<file path="src/rtl/issue_queue.sv">
// Reservation station for one FU: holds renamed uops, wakes operands from writeback
// broadcasts, issues the oldest ready uop and squashes on mispredict. Optional: ISSUE_QUEUE_BYPASS_EN.
module issue_queue #(
   parameter int unsigned DEPTH  = 8,
   parameter int unsigned PREG_W = 7,
   parameter int unsigned ROB_W  = 5,
   parameter int unsigned NUM_WB = 2,
   parameter int unsigned IMM_W  = 32
) (
   input  logic                       clk,
   input  logic                       reset_n,
   input  logic                       disp_valid,
   output logic                       disp_ready,
   input  logic [6:0]                 disp_opcode,
   input  logic [PREG_W-1:0]          disp_pd,
   input  logic [PREG_W-1:0]          disp_ps1,
   input  logic [PREG_W-1:0]          disp_ps2,
   input  logic                       disp_ps1_rdy,
   input  logic                       disp_ps2_rdy,
   input  logic [IMM_W-1:0]           disp_imm,
   input  logic [ROB_W-1:0]           disp_rob_idx,
   input  logic [NUM_WB-1:0]          wb_valid,
   input  logic [NUM_WB*PREG_W-1:0]   wb_tag,
   input  logic [ROB_W-1:0]           rob_head,
   input  logic                       flush,
   input  logic [ROB_W-1:0]           flush_rob_idx,
   output logic                       iss_valid,
   input  logic                       iss_ready,
   output logic [6:0]                 iss_opcode,
   output logic [PREG_W-1:0]          iss_pd,
   output logic [PREG_W-1:0]          iss_ps1,
   output logic [PREG_W-1:0]          iss_ps2,
   output logic [IMM_W-1:0]           iss_imm,
   output logic [ROB_W-1:0]           iss_rob_idx,
   output logic [$clog2(DEPTH+1)-1:0] count
);

   localparam int unsigned CNT_W = $clog2(DEPTH+1);
   localparam int unsigned IDX_W = $clog2(DEPTH);

   logic [DEPTH-1:0]  valid_q, valid_d, r1_q, r1_d, r2_q, r2_d;
   logic [6:0]        opcode_q [DEPTH];
   logic [6:0]        opcode_d [DEPTH];
   logic [PREG_W-1:0] pd_q [DEPTH];
   logic [PREG_W-1:0] pd_d [DEPTH];
   logic [PREG_W-1:0] ps1_q [DEPTH];
   logic [PREG_W-1:0] ps1_d [DEPTH];
   logic [PREG_W-1:0] ps2_q [DEPTH];
   logic [PREG_W-1:0] ps2_d [DEPTH];
   logic [IMM_W-1:0]  imm_q [DEPTH];
   logic [IMM_W-1:0]  imm_d [DEPTH];
   logic [ROB_W-1:0]  rob_q [DEPTH];
   logic [ROB_W-1:0]  rob_d [DEPTH];
   logic [CNT_W-1:0]  count_q, count_d;

   logic              sel_found, free_found, iss_fire, new_r1, new_r2;
   logic [IDX_W-1:0]  sel_idx, free_idx;
   logic [ROB_W-1:0]  sel_age, age_i, flush_age;

   assign disp_ready = (count_q < CNT_W'(DEPTH));
   assign count      = count_q;
   assign iss_fire   = iss_valid & iss_ready;

   // Oldest ready entry by age relative to rob_head; strict compare keeps lowest index on ties
   always_comb begin
      sel_found = 1'b0;
      sel_idx   = '0;
      sel_age   = '0;
      age_i     = '0;
      for (int i = 0; i < DEPTH; i++) begin
         age_i = ROB_W'(rob_q[i] - rob_head);
         if (valid_q[i] && r1_q[i] && r2_q[i] && (!sel_found || age_i < sel_age)) begin
            sel_found = 1'b1;
            sel_idx   = IDX_W'(i);
            sel_age   = age_i;
         end
      end
   end

   always_comb begin
      iss_valid   = sel_found & ~flush;
      iss_opcode  = '0;
      iss_pd      = '0;
      iss_ps1     = '0;
      iss_ps2     = '0;
      iss_imm     = '0;
      iss_rob_idx = '0;
      if (iss_valid) begin
         iss_opcode  = opcode_q[sel_idx];
         iss_pd      = pd_q[sel_idx];
         iss_ps1     = ps1_q[sel_idx];
         iss_ps2     = ps2_q[sel_idx];
         iss_imm     = imm_q[sel_idx];
         iss_rob_idx = rob_q[sel_idx];
      end
   end

   // Only slots invalid in registered state are candidates, so a same-cycle issue is not reused
   always_comb begin
      free_found = 1'b0;
      free_idx   = '0;
      for (int i = 0; i < DEPTH; i++) begin
         if (!valid_q[i] && !free_found) begin
            free_found = 1'b1;
            free_idx   = IDX_W'(i);
         end
      end
   end

   always_comb begin
      new_r1 = disp_ps1_rdy | (disp_ps1 == '0);
      new_r2 = disp_ps2_rdy | (disp_ps2 == '0);
`ifdef ISSUE_QUEUE_BYPASS_EN
      for (int k = 0; k < NUM_WB; k++) begin
         if (wb_valid[k] && wb_tag[k*PREG_W +: PREG_W] == disp_ps1) new_r1 = 1'b1;
         if (wb_valid[k] && wb_tag[k*PREG_W +: PREG_W] == disp_ps2) new_r2 = 1'b1;
      end
`endif
   end

   always_comb begin
      valid_d   = valid_q;
      r1_d      = r1_q;
      r2_d      = r2_q;
      opcode_d  = opcode_q;
      pd_d      = pd_q;
      ps1_d     = ps1_q;
      ps2_d     = ps2_q;
      imm_d     = imm_q;
      rob_d     = rob_q;
      count_d   = '0;
      flush_age = ROB_W'(flush_rob_idx - rob_head);
      for (int i = 0; i < DEPTH; i++) begin
         for (int k = 0; k < NUM_WB; k++) begin
            if (wb_valid[k] && wb_tag[k*PREG_W +: PREG_W] == ps1_q[i]) r1_d[i] = 1'b1;
            if (wb_valid[k] && wb_tag[k*PREG_W +: PREG_W] == ps2_q[i]) r2_d[i] = 1'b1;
         end
      end
      if (iss_fire) begin
         valid_d[sel_idx] = 1'b0;
         r1_d[sel_idx]    = 1'b0;
         r2_d[sel_idx]    = 1'b0;
      end
      if (flush) begin
         for (int i = 0; i < DEPTH; i++) begin
            if (valid_q[i] && ROB_W'(rob_q[i] - rob_head) > flush_age) valid_d[i] = 1'b0;
         end
      end
      if (disp_valid && disp_ready && !flush) begin
         valid_d[free_idx]  = 1'b1;
         r1_d[free_idx]     = new_r1;
         r2_d[free_idx]     = new_r2;
         opcode_d[free_idx] = disp_opcode;
         pd_d[free_idx]     = disp_pd;
         ps1_d[free_idx]    = disp_ps1;
         ps2_d[free_idx]    = disp_ps2;
         imm_d[free_idx]    = disp_imm;
         rob_d[free_idx]    = disp_rob_idx;
      end
      for (int i = 0; i < DEPTH; i++) count_d = count_d + CNT_W'(valid_d[i]);
   end

   always_ff @(posedge clk or negedge reset_n) begin
      if (!reset_n) begin
         valid_q <= '0;
         r1_q    <= '0;
         r2_q    <= '0;
         count_q <= '0;
         for (int i = 0; i < DEPTH; i++) begin
            opcode_q[i] <= '0;
            pd_q[i]     <= '0;
            ps1_q[i]    <= '0;
            ps2_q[i]    <= '0;
            imm_q[i]    <= '0;
            rob_q[i]    <= '0;
         end
      end else begin
         valid_q  <= valid_d;
         r1_q     <= r1_d;
         r2_q     <= r2_d;
         count_q  <= count_d;
         opcode_q <= opcode_d;
         pd_q     <= pd_d;
         ps1_q    <= ps1_d;
         ps2_q    <= ps2_d;
         imm_q    <= imm_d;
         rob_q    <= rob_d;
      end
   end

endmodule

</file>
<file path="config.mk">
export PLATFORM = sky130hd
export DESIGN_NAME = issue_queue
export DESIGN_NICKNAME = d
export VERILOG_FILES = /design/src/rtl/issue_queue.sv
export SDC_FILE = /design/constraint.sdc
export NUM_CORES = 2
export LEC_CHECK = 0
export CAP_MARGIN = 5
export CORE_MARGIN = 2
export CORE_UTILIZATION = 45
export CTS_BUF_LIST = sky130_fd_sc_hd__clkbuf_4
export CTS_CLUSTER_SIZE = 24
export DETAILED_ROUTE_END_ITERATION = 7
export SYNTH_ARGS = -nofsm -noshare
export SYNTH_HDL_FRONTEND = slang
export SYNTH_SLANG_ARGS = --single-unit
export TNS_END_PERCENT = 30
</file>
<file path="constraint.sdc">
create_clock -name clk -period 59.9 [get_ports clk]
set_input_delay 14.975 -clock clk [delete_from_list [all_inputs] [get_ports clk]]
set_output_delay 14.975 -clock clk [all_outputs]
set_load 0.01 [all_outputs]
</file>
# Word level (Yosys, flattened, before mapping)
# Index checks and enable logic that the tools add are counted.
dict set report word_totals {
  ff_bits 548
  in_bits 98
  output_inout_bits 71
  word_cells 365
}
dict set report op_classes {
  addsub 16
  order_cmp 23
  eq_ne 32
  muxes 125
  n_bitwise 12
  n_reduce_logical 105
}
# operator count
set op_table {}
lappend op_table {{$bwmux W256} 1}
lappend op_table {{$bwmux W56} 4}
lappend op_table {{$eq A7 B7 Y1} 32}
lappend op_table {{$mux W32} 4}
lappend op_table {{$bmux W32 S3} 1}
lappend op_table {{$demux W32 S3} 1}
lappend op_table {{$mux W7} 13}
lappend op_table {{$bmux W7 S3} 4}
lappend op_table {{$logic_and A1 B1 Y1} 75}
lappend op_table {{$mux W1} 59}
lappend op_table {{$mux W8} 7}
lappend op_table {{$mux W5} 11}
lappend op_table {{$sub A5 B5 Y5} 9}
lappend op_table {{$bwmux W40} 1}
lappend op_table {{$gt A5 B5 Y1} 8}
lappend op_table {{$mux W3} 12}
lappend op_table {{$lt A5 B5 Y1} 7}
lappend op_table {{$and A8 B8 Y8} 3}
lappend op_table {{$demux W7 S3} 1}
lappend op_table {{$logic_not A1 Y1} 21}
lappend op_table {{$add A4 B1 Y4} 4}
lappend op_table {{$bwmux W8} 2}
lappend op_table {{$bmux W5 S3} 1}
lappend op_table {{$demux W5 S3} 1}
lappend op_table {{17 further kinds} 31}

# Logic depth before layout (Yosys ltp)
dict set report logic_depth {
  ltp_word 49
  ltp_mapped 74
  mapped_depth_nobuf 71
}

# Worst setup path before layout
# OpenSTA, ideal clock, no wires.
dict set report synth_timing {
  path_type {input-to-output}
  startpoint {in rob_head[1]}
  endpoint {out iss_opcode[0]}
  arrival_ns 27.073
  required_ns 44.925
  path_slack_ns 17.852
  path_stages 60
  n_path_buf 4
  cell_sequence {inv_1 > fa_1 > a21o_1 > a21oi_1 > xnor2_1 > nand2_1 > ha_1 > a21oi_1 > o211a_1 > a21o_1 > clkbuf_1 > mux2i_1 > inv_1 > ha_1 > nor3_1 > o21ai_0 > a21oi_1 > a31oi_4 > [24 not listed] > ha_1 > a21o_1 > a21o_1 > a21o_1 > a21oi_1 > nand3_2 > a21o_1 > ha_1 > a21o_1 > a21o_1 > a2111oi_0 > a211oi_1 > o211ai_1 > nand2b_1 > clkbuf_1 > clkbuf_1 > o221ai_1 > nor3_1}
}
dict set report synth_between {
  elab_chain_cells 35
  elab_cells_between_ends 62
  cone_classes {8 x add/sub; 7 x order compare; 25 x mux; 2 x bitwise; 20 x reduce/logical}
}
# item line_no
set synth_rtl {}
lappend synth_rtl {{start, declared} 24} ;# input logic [ROB_W-1:0] rob_head,
lappend synth_rtl {{$sub A5 B5 Y5} 71} ;# age_i = ROB_W'(rob_q[i] - rob_head);
lappend synth_rtl {{$mux W5} 72} ;# if (valid_q[i] && r1_q[i] && r2_q[i] && (!sel_found || age_i < sel_age)) begin
lappend synth_rtl {{$lt A5 B5 Y1} 72}
lappend synth_rtl {{$logic_or A1 B1 Y1} 72}
lappend synth_rtl {{$logic_and A1 B1 Y1} 72}
lappend synth_rtl {{$mux W5 / $mux W1 (equally long branches)} 72}
lappend synth_rtl {{$lt A5 B5 Y1 / $logic_not A1 Y1 (equally long branches)} 72}
lappend synth_rtl {{$logic_or A1 B1 Y1} 72}
lappend synth_rtl {{[18 not listed]} --}
lappend synth_rtl {{$lt A5 B5 Y1 / $logic_not A1 Y1 (equally long branches)} 72}
lappend synth_rtl {{$logic_or A1 B1 Y1} 72}
lappend synth_rtl {{$logic_and A1 B1 Y1} 72}
lappend synth_rtl {{$mux W3} 72}
lappend synth_rtl {{$not A3 Y4 (not written as such)} 89} ;# iss_opcode = opcode_q[sel_idx];
lappend synth_rtl {{$bmux W7 S3} 89}
lappend synth_rtl {{$mux W7 (not written as such) (2 in series)} 89}
lappend synth_rtl {{$mux W7 *} 88} ;# if (iss_valid) begin
lappend synth_rtl {{end, declared} 29} ;# output logic [6:0] iss_opcode,
# Mark *: on every way between the ends. The rest lies on a longest branch, timed or not. The select of a mux whose other input is x is not followed.

# Final worst setup path
dict set report layout_timing {
  startpoint {in rob_head[1]}
  endpoint {out iss_pd[6]}
}
dict set report layout_between {
  elab_chain_cells 35
  elab_cells_between_ends 62
  cone_classes {8 x add/sub; 7 x order compare; 25 x mux; 2 x bitwise; 20 x reduce/logical}
}
# item line_no
set layout_rtl {}
lappend layout_rtl {{$sub A5 B5 Y5} 71}
lappend layout_rtl {{$mux W5} 72}
lappend layout_rtl {{$lt A5 B5 Y1} 72}
lappend layout_rtl {{$logic_or A1 B1 Y1} 72}
lappend layout_rtl {{$logic_and A1 B1 Y1} 72}
lappend layout_rtl {{$mux W5 / $mux W1 (equally long branches)} 72}
lappend layout_rtl {{$lt A5 B5 Y1 / $logic_not A1 Y1 (equally long branches)} 72}
lappend layout_rtl {{$logic_or A1 B1 Y1} 72}
lappend layout_rtl {{[18 not listed]} --}
lappend layout_rtl {{$lt A5 B5 Y1 / $logic_not A1 Y1 (equally long branches)} 72}
lappend layout_rtl {{$logic_or A1 B1 Y1} 72}
lappend layout_rtl {{$logic_and A1 B1 Y1} 72}
lappend layout_rtl {{$mux W3} 72}
lappend layout_rtl {{$not A3 Y4 (not written as such)} 90} ;# iss_pd = pd_q[sel_idx];
lappend layout_rtl {{$bmux W7 S3} 90}
lappend layout_rtl {{$mux W7 (not written as such) (2 in series)} 90}
lappend layout_rtl {{$mux W7 *} 88}
lappend layout_rtl {{end, declared} 30} ;# output logic [PREG_W-1:0] iss_pd,
# Marked as above.

==> impl_results.rst <==
.. list-table::
   :header-rows: 1

   * - Metric
     - Value
   * - Tot GR Track Use
     - 26.8%
   * - LEAKAGE
     - 15.8 nW
   * - Outcome
     - finished clean
   * - Hold buffer count at cts
     - 0
   * - Cell variety after synth
     - 64
   * - CP Data Required Time
     - 44920 ps
   * - Gp weighted congestion
     - 0.899
   * - Syn Nets
     - 2752
   * - Clock tree buffer depth
     - 3
   * - Maximum fanout along the worst path
     - 52
   * - CP startpoint kind
     - input port
   * - Area share of and/or/nand/nor cells after synthesis
     - 5.16%
   * - CP max stage delay
     - 890 ps
   * - Horizontal die dimension
     - 264 um
   * - Synthesized netlist cell count
     - 2534
   * - Detailed-route via count
     - 22200
   * - Worst-margin pin slew
     - 1290 ps
   * - Share of the clock period used by the worst path after layout
     - 77.2%
   * - Starting utilization of the core area
     - 45.4%
   * - Latest clock arrival within the worst-skew pair
     - 990 ps
   * - Avg WL per Cell
     - 24.9 um
   * - RSZ-0062 raised after global routing
     - no
   * - Post-layout net count
     - 2959
   * - Initial DRC count
     - 1340
   * - Final Routed Wirelength
     - 92.7 mm
   * - Ratio of cells with drive above 1 in the final layout
     - 29.3%
   * - Max-cap violation count
     - 0
   * - Area fraction in compound gates after synthesis
     - 10.4%
   * - Initial antenna violation count
     - 3
   * - Vias per cell
     - 5.97
   * - Core ar.
     - 67000 um^2
   * - Die area
     - 69700 um^2
   * - Post-cts resize count
     - 0
   * - Arrival time of the worst setup path
     - 31240 ps
   * - Die height
     - 264 um
   * - Max stage delay cell, worst path
     - sky130_fd_sc_hd__o21ai_0
   * - Clock Skews
     - 72.3 ps
   * - Count of TritonRoute iterations in the first routing pass
     - 5
   * - H-tree depth reported by CTS
     - 4
   * - Total congestion overflow
     - 0
   * - Largest net degree at the start of global routing
     - 166
   * - Worst Setup End Kind
     - output port
   * - Share of flip-flops with an asynchronous set or reset
     - 100%
   * - Yosys warnings
     - 0
   * - Number of synthesized flops with an enable pin
     - 0
   * - Worst vdd ir
     - 0.0172 mV
   * - Final count of hold timing violations
     - 0
   * - Netlist Area Pre-Place
     - 30400 um^2
   * - Synthesized area per cell
     - 12.0 um^2
   * - Total I/O pin count
     - 169
   * - Synth Area in Adders
     - 5.25%
   * - Total CTS buffers
     - 154
   * - Top flip-flop cell by instance count after synthesis
     - sky130_fd_sc_hd__dfrtp_1
   * - Residual DRC count
     - 0
   * - Core Util, Final
     - 52.1%
   * - Vias in the first global route
     - 23900
   * - Row cnt
     - 95
   * - Final setup viols
     - 0
   * - Highest clock frequency the design can meet
     - 21.6 MHz
   * - Clock transition at the registers of the reported paths
     - 50 ps
   * - TritonCTS clock tree
     - yes
   * - Total negative slack for setup checks
     - 0 ps
   * - Worst max-slew margin expressed relative to the limit
     - 13.7%
   * - HPWL after detailed placement
     - 59.2 mm
   * - Dominant combinational cell family by area after synthesis
     - multiplexers
   * - Sequential area share after synthesis
     - 45.1%
   * - Cell chosen for the clock root
     - sky130_fd_sc_hd__clkbuf_4
   * - Layout Area Growth over Synthesis
     - 14.7%
   * - Total count of max-transition violations in the final report
     - 0
   * - Number of synthesized register bits
     - 548
   * - Global-route wire length before repair
     - 143 mm
   * - Parity-gate share of the synthesized area counting xor and xnor cells
     - 7.48%
   * - Post-layout min period
     - 46210 ps
   * - Worst hold-check path type
     - flop to flop
   * - Post-CTS setup buffer count
     - 0
   * - Port Buffers
     - 168
   * - Sinks on the clock net
     - 548
   * - Count of filler cells inserted in the layout
     - 6017
   * - Power Density
     - 39.4 nW/um^2
   * - Detail Route Antenna Nets
     - 0
   * - Kind of critical path
     - input port to output port
   * - Mux contribution to synthesized area
     - 23.8%
-- layer usage --
| metal | GRT usage (%) | wire length (um) |
|---|---|---|
| met5 | 0 | 23 |
| met4 | 10.0 | 2430 |
| met3 | 5.87 | 4770 |
| met2 | 44.0 | 44400 |
| met1 | 34.8 | 41100 |
-- state kept, by name (all words and copies together), names as in the netlist --
name,flops
opcode_q,56
pd_q,56
count,4
r2_q,8
imm_q,256
ps1_q,56
ps2_q,56
rob_q,40
r1_q,8
valid_q,8
-- layout make-up --
| type | instances | area, um^2 | area share [%] |
|---|---|---|---|
| well taps | 873 | 1090 | 3.13 |
| diodes | 2 | 5.00 | 0.0143 |
| multi-input cells | 1781 | 16000 | 45.7 |
| repair buffers | 209 | 2010 | 5.75 |
| flip-flops and latches | 548 | 13700 | 39.3 |
| clock inverters | 38 | 254 | 0.728 |
| inverters | 47 | 176 | 0.505 |
| clock buffers | 227 | 1700 | 4.88 |
-- worst paths after layout --
| kind | from | end | slack (ps) | depth (start not counted) |
|---|---|---|---|---|
| worst max-delay path | rob_head[1] | iss_pd[6] | 13690 | 60 |
| worst min-delay path | pd_q[51]$_DFFE_PN0P_ | pd_q[51]$_DFFE_PN0P_ | 500 | 1 |
| worst max register to register | rob_q[35]$_DFFE_PN0P_ | count[1]$_DFF_PN0_ | 42460 | 68 |
| worst min register to register | pd_q[51]$_DFFE_PN0P_ | pd_q[51]$_DFFE_PN0P_ | 500 | 1 |
| max in group asynchronous | reset_n | imm_q[175]$_DFFE_PN0P_ | 42800 | 4 |
| min in group asynchronous | reset_n | pd_q[39]$_DFFE_PN0P_ | 14010 | 1 |
-- placed cells by master, fill, tap and decap left out, types with 65 or more instances in the layout --
master	instances
sky130_fd_sc_hd__dfrtp_1	548
sky130_fd_sc_hd__mux2_2	524
sky130_fd_sc_hd__clkbuf_4	227
sky130_fd_sc_hd__clkdlybuf4s50_1	167
sky130_fd_sc_hd__xnor2_1	156
sky130_fd_sc_hd__mux2i_1	134
sky130_fd_sc_hd__ha_1	107
sky130_fd_sc_hd__xor2_1	104
sky130_fd_sc_hd__o22ai_1	84
sky130_fd_sc_hd__nor3_1	68
sky130_fd_sc_hd__o221ai_1	66
sky130_fd_sc_hd__a22o_1	65
-- worst max-delay path: cells and delay by family --
family,cells,cell delay [ps]
compound gates,31,7110
fa+ha+maj,8,2480
mux,2,860
simple gates,14,3140
buf+inv,5,2580
-- through the flow --
| stage | hold slack, ps | cell area, um^2 | setup slack, ps | total power, mW | instances |
|---|---|---|---|---|---|
| 2_1_floorplan | 479 | 30400 | 17850 | 0.871 | 2534 |
| 3_3_place_gp | 485 | 32900 | 14100 | 1.02 | 3458 |
| 3_5_place_dp | 491 | 32900 | 13840 | 1.03 | 3458 |
| 4_1_cts | 505 | 34900 | 13770 | 1.39 | 3723 |
| 5_1_grt | 511 | 34900 | 12440 | 1.47 | 3725 |
| 6_report | 503 | 34900 | 13690 | 1.38 | 3725 |
-- cell usage after synthesis, types with 4 or more instances --
| library cell | count | area [um^2] |
|---|---|---|
| sky130_fd_sc_hd__xnor2_1 | 156 | 1370 |
| sky130_fd_sc_hd__a211oi_1 | 6 | 45.0 |
| sky130_fd_sc_hd__dfrtp_1 | 548 | 13700 |
| sky130_fd_sc_hd__a21o_1 | 32 | 240 |
| sky130_fd_sc_hd__inv_1 | 47 | 176 |
| sky130_fd_sc_hd__nand2_1 | 62 | 233 |
| sky130_fd_sc_hd__xor2_1 | 104 | 911 |
| sky130_fd_sc_hd__mux2i_1 | 134 | 1340 |
| sky130_fd_sc_hd__fa_1 | 13 | 260 |
| sky130_fd_sc_hd__nor3_1 | 69 | 345 |
| sky130_fd_sc_hd__nor2b_1 | 12 | 75.1 |
| sky130_fd_sc_hd__clkbuf_1 | 78 | 293 |
| sky130_fd_sc_hd__mux2_2 | 524 | 5900 |
| sky130_fd_sc_hd__nand2b_1 | 11 | 68.8 |
| sky130_fd_sc_hd__a21oi_1 | 54 | 270 |
| sky130_fd_sc_hd__and3_1 | 6 | 37.5 |
| sky130_fd_sc_hd__o21ai_0 | 59 | 295 |
| sky130_fd_sc_hd__nor4_1 | 22 | 138 |
| sky130_fd_sc_hd__nand3_1 | 21 | 105 |
| sky130_fd_sc_hd__o21ai_1 | 4 | 20.0 |
| sky130_fd_sc_hd__buf_2 | 35 | 175 |
| sky130_fd_sc_hd__o21a_1 | 17 | 128 |
| sky130_fd_sc_hd__nor2_1 | 37 | 139 |
| sky130_fd_sc_hd__ha_1 | 107 | 1340 |
| sky130_fd_sc_hd__o211ai_1 | 8 | 60.1 |
| sky130_fd_sc_hd__a41oi_1 | 16 | 140 |
| sky130_fd_sc_hd__and2_1 | 5 | 31.3 |
| sky130_fd_sc_hd__buf_1 | 33 | 124 |
| sky130_fd_sc_hd__nand4_1 | 40 | 250 |
| sky130_fd_sc_hd__buf_4 | 12 | 90.1 |
| sky130_fd_sc_hd__a22o_1 | 65 | 569 |
| sky130_fd_sc_hd__o22ai_1 | 84 | 526 |
| sky130_fd_sc_hd__o221ai_1 | 66 | 578 |
-- cell families (layout without fill, tap and decap cells) --
group	count (synthesis)	count (layout)
AO/OA/AOI/OAI	442	442
XOR/XNOR	260	260
adder cells (fa/ha/maj)	120	120
buffers and inverters	205	521
flip-flops	548	548
multiplexers	658	658
other	0	2
AND/OR/NAND/NOR	301	301
-- power breakdown --
group | internal (mW) | leakage [nW] | switching [mW]
sequential | 0.462 | 7.22 | 0.0763
combinational | 0.245 | 7.46 | 0.247
clock | 0.179 | 1.16 | 0.166
No activity file was read; power rests on OpenSTA's default activity.
